[config.mk]
export PLATFORM = sky130hd
export DESIGN_NAME = grf_mp
export DESIGN_NICKNAME = d
export VERILOG_FILES = /design/src/rtl/grf_mp.sv
export SDC_FILE = /design/constraint.sdc
export NUM_CORES = 2
export LEC_CHECK = 0
export CAP_MARGIN = 0
export CORE_ASPECT_RATIO = 0.75
export CORE_MARGIN = 1
export CORE_UTILIZATION = 27
export CTS_CLUSTER_DIAMETER = 200
export CTS_CLUSTER_SIZE = 28
export DETAILED_ROUTE_END_ITERATION = 7
export PLACE_DENSITY = 0.54
export REMOVE_ABC_BUFFERS = 1
export SETUP_SLACK_MARGIN = 0.15
export SYNTH_ARGS = -nofsm -noshare
export SYNTH_HDL_FRONTEND = slang
export SYNTH_SLANG_ARGS = --single-unit
[constraint.sdc]
create_clock -name clk -period 3 [get_ports clk]
set_input_delay 0.45 -clock clk [delete_from_list [all_inputs] [get_ports clk]]
set_output_delay 0.45 -clock clk [all_outputs]
set_load 0.01 [all_outputs]
[src/rtl/grf_mp.sv]
// Multi-port general register file: NRD combinational read ports, two write
// ports (W1 wins), same-cycle write-through bypass and a per-register pending scoreboard.
module grf_mp #(
  parameter int DW       = 32,
  parameter int AW       = 5,
  parameter int NRD      = 2,
  parameter int ZERO_REG = 1
) (
  input  logic                clk,
  input  logic                reset,
  input  logic [NRD*AW-1:0]   rd_addr,
  output logic [NRD*DW-1:0]   rd_data,
  output logic [NRD-1:0]      rd_busy,
  input  logic                we0,
  input  logic [AW-1:0]       wa0,
  input  logic [DW-1:0]       wd0,
  input  logic                we1,
  input  logic [AW-1:0]       wa1,
  input  logic [DW-1:0]       wd1,
  input  logic                claim_en,
  input  logic [AW-1:0]       claim_addr,
  output logic [2**AW-1:0]    pend_vec
);

  localparam int   DEPTH = 2**AW;
  localparam logic ZR    = (ZERO_REG != 0);

  logic [DW-1:0]    regs [DEPTH];
  logic [DEPTH-1:0] pend;
  logic [DEPTH-1:0] pend_nxt;
  logic             wr0_ok;
  logic             wr1_ok;
  logic             claim_ok;

  assign wr0_ok   = we0 && !(ZR && (wa0 == '0));
  assign wr1_ok   = we1 && !(ZR && (wa1 == '0));
  assign claim_ok = claim_en && !(ZR && (claim_addr == '0));

  // Writes retire their producer; a claim in the same cycle is newer and wins.
  always_comb begin
    pend_nxt = pend;
    if (we0) pend_nxt[wa0] = 1'b0;
    if (we1) pend_nxt[wa1] = 1'b0;
    if (claim_ok) pend_nxt[claim_addr] = 1'b1;
  end

  always_ff @(posedge clk) begin
    if (!reset) begin
      for (int i = 0; i < DEPTH; i++) regs[i] <= '0;
      pend <= '0;
    end else begin
      if (wr0_ok) regs[wa0] <= wd0;
      if (wr1_ok) regs[wa1] <= wd1;
      pend <= pend_nxt;
    end
  end

  assign pend_vec = pend;

  for (genvar k = 0; k < NRD; k++) begin : g_rd
    logic [AW-1:0] addr;
    logic          is_zero;
    logic          hit0;
    logic          hit1;

    assign addr    = rd_addr[k*AW +: AW];
    assign is_zero = ZR && (addr == '0);
    assign hit1    = reset && we1 && (wa1 == addr);
    assign hit0    = reset && we0 && (wa0 == addr);

    assign rd_data[k*DW +: DW] = is_zero ? '0  :
                                 hit1    ? wd1 :
                                 hit0    ? wd0 : regs[addr];
    // A write landing this cycle is already bypassed, so it does not stall.
    assign rd_busy[k] = pend[addr] && !hit0 && !hit1 && !is_zero;
  end

endmodule

* Yosys cells after proc, flatten, opt, wreduce, memory -nomap -nowiden
Memories as Yosys holds them, arrays and structs flattened.
Index checks and enable logic that the tools add are counted.
** Operators by class
- Reduce and logical (&&, ||, !) cells :: 34
- Multiplexer cells :: 32
- Eq/ne operators :: 4
- Magnitude comparators :: 8
- Bitwise logic cells :: 5
** Operators by type and width (count)
- two-way mux 32 bit :: 11
- bitwise AND 32 bit :: 2
- inverter 32 bit :: 2
- OR reduction 32 bit :: 2
- bitwise OR 32 bit :: 1
- < comparator 5 x 6 -> 1 bit (second input constant) :: 5
- logical NOT 5 bit :: 5
- equality test 5 bit :: 4
- logical AND 1 bit :: 18
- demux 1 bit (select 5 bit) :: 3
- >= comparator 5 x 1 -> 1 bit (second input constant) :: 3
- two-way mux 1 bit :: 14
- binary-select mux 1 bit (select 5 bit) :: 2
- two-way mux 5 bit :: 2
- logical NOT 1 bit :: 9
** Word-level totals
- Logic and storage cells :: 85
- Bits in writable memories :: 1024
- Memories kept :: 1
- Bits in registers :: 32
** Memories
- regs :: depth 32, bits a word 32, read ports 2, clocked after Yosys merged registers in 0, wr ports 32, RTL line 28 : logic [DW-1:0] regs [DEPTH];

* Logic depth before layout (Yosys ltp)
- Depth in word-level cells :: 11
- Depth in mapped cells :: 10
- Depth with buffers taken out :: 5

* Least setup slack after synthesis
No wires, ideal clock.
- Kind :: input to register
- Start point :: in wa0[2]
- End point :: mem regs[3][0], enable pin
- Stages :: 4
- Setup slack :: -0.239 ns
- Data arrival time :: 2.801 ns
- Required time :: 2.562 ns
- Path through :: buf_2 > nor3_2 > nand2_1 > o221ai_1
** RTL lines
- from (decl) :: RTL line 15 : input logic [AW-1:0] wa0,
- to (decl) :: RTL line 28

==> run_results.csv <==
group,metric,value,unit
run_status,status,"finished with violations",
run_status,violations,"setup timing",
floorplanning,die_w,562,um
global_routing,first_global_vias,51253,
sta,tightest_slew,0.793,ns
sta,finalHoldViolCount,0,
floorplanning,rows,153,
sta,setup_tns,-12.34,ns
power,power.switching,9.70,mW
synthesis,synthArstFlopShare,0,%
final_layout,nNetsFinal,5911,
sta,worst_slack,-0.481,ns
detailed_routing,drt_first_pass_iters,7,
placement,dp_slack,-1.44,ns
floorplanning,die_area,0.237,mm2
synthesis,ys_warn_count,0,
floorplanning,start_util,27.3,%
worst_setup_path,crit_path_max_fanout,2,
sta,period_share,116,%
cts,htreeDepth,2,
detailed_routing,wl_per_cell,35.1,um
min_path,holdPathStages,3,
placement,port_buffers,191,
synthesis,yosysSeqAreaShare,49.5,%
synthesis,synth-edff-count,1024,
synthesis,synth_top_area_share,48.5,%
sta,fmax,287,MHz
sta,whs,0.170,ns
final_layout,final_cell_mix,"1051 x nand2_1, 1024 x edfxtp_1, 577 x buf_4",
worst_setup_path,reg2reg_depth,2,
synthesis,synth_cell_type_count,61,
global_routing,antenna_found_initial,5,
global_routing,grt_usage,25.6,%
placement,routabilityCongestion,0.976,
power,p_int,22.9,mW
final_layout,drive_above_1_share,31.1,%
detailed_routing,drtIter0Drc,9008,
final_layout,layout_commonest_cell,"nand2_1",
cts,cts_buffers,43,
synthesis,netlist_area,0.0635,mm2
cts,clk_latency,0.71,ns
sta,rsz0062_at_grt,"true",
cts,cts_hold_buffers,0,
placement,hpwl,212000,um
synthesis,ys_ff_latch,1056,
floorplanning,core_area,0.233,mm2
sta,clock_skew,0,ns
synthesis,ys.flop_type,"edfxtp_1",
cts,clk_pin_slew,0.15,ns
power,vdd_drop_max,414,uV
detailed_routing,wl,314000,um
sta,layout_min_cycle_time,3.48,ns
sta,setup_viol,60,
worst_setup_path,cp-start-kind,"flip-flop",
worst_setup_path,worstSetupEndpointType,"output pin",
global_routing,grt_pass1_wl,427000,um
detailed_routing,vias,54468,
synthesis,synth_cells,5421,
worst_setup_path,crit_required,2.55,ns
floorplanning,die-height,422,um
power,p_total,32.6,mW
synthesis,ys_top_cells_by_area,"edfxtp_1 48%, mux4_2 14%, a22o_1 7.9%, nand2_1 6.3%, mux2i_1 4.0%",
power,power_frac_comb,22.4,%
power,p_clk_share,23.9,%
detailed_routing,vias_per_cell,6.10,
final_layout,final_util,34.4,%
cts,clockBufferDepth,3,
synthesis,synth_area_leader_cell,"edfxtp_1",
sta,relSlewSlack,47.0,%
power,cellPowerDensity,406,mW/mm2
power,p_seq_share,53.7,%
cts,cts_root_buf,"clkbuf_16",
detailed_routing,drc,0,
cts,cts_tree,"done",
global_routing,grt_max_degree,65,
global_routing,grt_overflow,0,
floorplanning,ios,192,
sta,slew_viol_final,0,
detailed_routing,ant_nets,0,
worst_setup_path,critical_path_class,"flip-flop to output pin",
power,p_sw_share,29.8,%
power,p_leak,26.9,nW
synthesis,synth_area_per_cell,11.7,um2
worst_setup_path,cp.arrival,3.03,ns
flow_run,max_cap_violations,0,
final_layout,area.growth.synth_to_final,26.4,%
min_path,min_path_type,"input pin to flip-flop",
cts,cts_sinks,1056,
## power groups by stage
| stage | registers [mW] | logic (mW) | clock network (mW) |
|---|---|---|---|
| after floorplan | 17.6 | 2.40 | 0 |
| after global placement | 17.7 | 6.40 | 0 |
| after detailed placement | 17.8 | 6.39 | 0 |
| after CTS | 17.4 | 7.01 | 7.77 |
| after global routing | 17.6 | 7.45 | 8.13 |
| final | 17.5 | 7.31 | 7.77 |
## cell type report
cell class                 count  area [um2]
clock inverter                 3        33.8
tap                         3100        3880
multi-input combinational   3586       31300
sequential                  1056       31400
antenna                        9        22.5
clock buffer                  51        1130
fill                       22756      153000
timing repair buffer        1090       12300
inverter                      40         155
## logic make-up (layout without fill, tap and decap cells)
| group | count (synthesis) | after routing | share of synthesized area (%) |
|---|---|---|---|
| buffers and inverters | 810 | 1184 | 5.39 |
| multiplexers | 674 | 674 | 18.6 |
| AO/OA/AOI/OAI | 1542 | 1542 | 17.7 |
| flip-flops | 1056 | 1056 | 49.5 |
| other | 1 | 41 | 0.00591 |
| XOR/XNOR | 20 | 20 | 0.276 |
| AND/OR/NAND/NOR | 1318 | 1318 | 8.57 |
## flip-flops by register name (all words and copies together), names as in the netlist
register and flops:
regs 1024, pend_vec 32
## final timing paths
kind | slack, ns | start | to
worst max-delay path | -0.48 | regs[26][29] | rd_data[29]
worst min-delay path | 0.17 | reset | pend_vec[0]
worst max register to register | 2.26 | pend_vec[0] | pend_vec[0]
worst min register to register | 0.50 | pend_vec[0] | pend_vec[0]
## critical path, stage by stage, from the launching register on
cell	delay [ns]
edfxtp_1	0.44
mux4_2	0.48
mux2_4	0.35
a221oi_4	0.29
nor4_4	0.11
buf_4	0.14
a221o_1	0.34
buf_2	0.18
## routing by layer
layer  vias to the layer above  part of all wire, %  GRT usage, %  routed length, um
met1                     27781                   40          35.7             126000
met4                         8                  4.3          9.37              13500
met5                         -                0.084         0.444                264
met3                       638                   15          9.31              45500
met2                      4317                   41          35.9             128000
li1                      21724                    -             -                  -
## synthesized netlist by cell type, types with 18 or more instances
master	n
nand2_1	1057
edfxtp_1	1024
a22o_1	570
clkbuf_1	526
o21ai_0	419
mux4_2	403
mux2i_1	252
o221ai_1	125
buf_2	122
a22oi_1	102
nor2_1	96
a211oi_1	93
buf_1	70
o21ai_1	64
a21o_1	46
inv_1	38
buf_4	36
o22ai_1	33
dfxtp_1	32
nand3_1	27
a21oi_1	23
o211ai_1	20
mux2_2	19
nor4_1	18
xnor2_1	18
## what timing repair did
item | CTS | global route
gates cloned | 12 | 0
pin swaps | 170 | 56
endpoints found under the hold margin | 0 | 0
resized for setup | 705 | 73
setup buffers | 96 | 25
setup endpoints to repair | 66 | 65
## per-stage QoR
step | area [um2] | cells
2_1_floorplan | 60300 | 4682
3_3_place_gp | 75100 | 8739
3_5_place_dp | 75100 | 8739
4_1_cts | 79600 | 8901
5_1_grt | 80200 | 8926
6_report | 80200 | 8935
No activity file was read; power rests on OpenSTA's default activity.
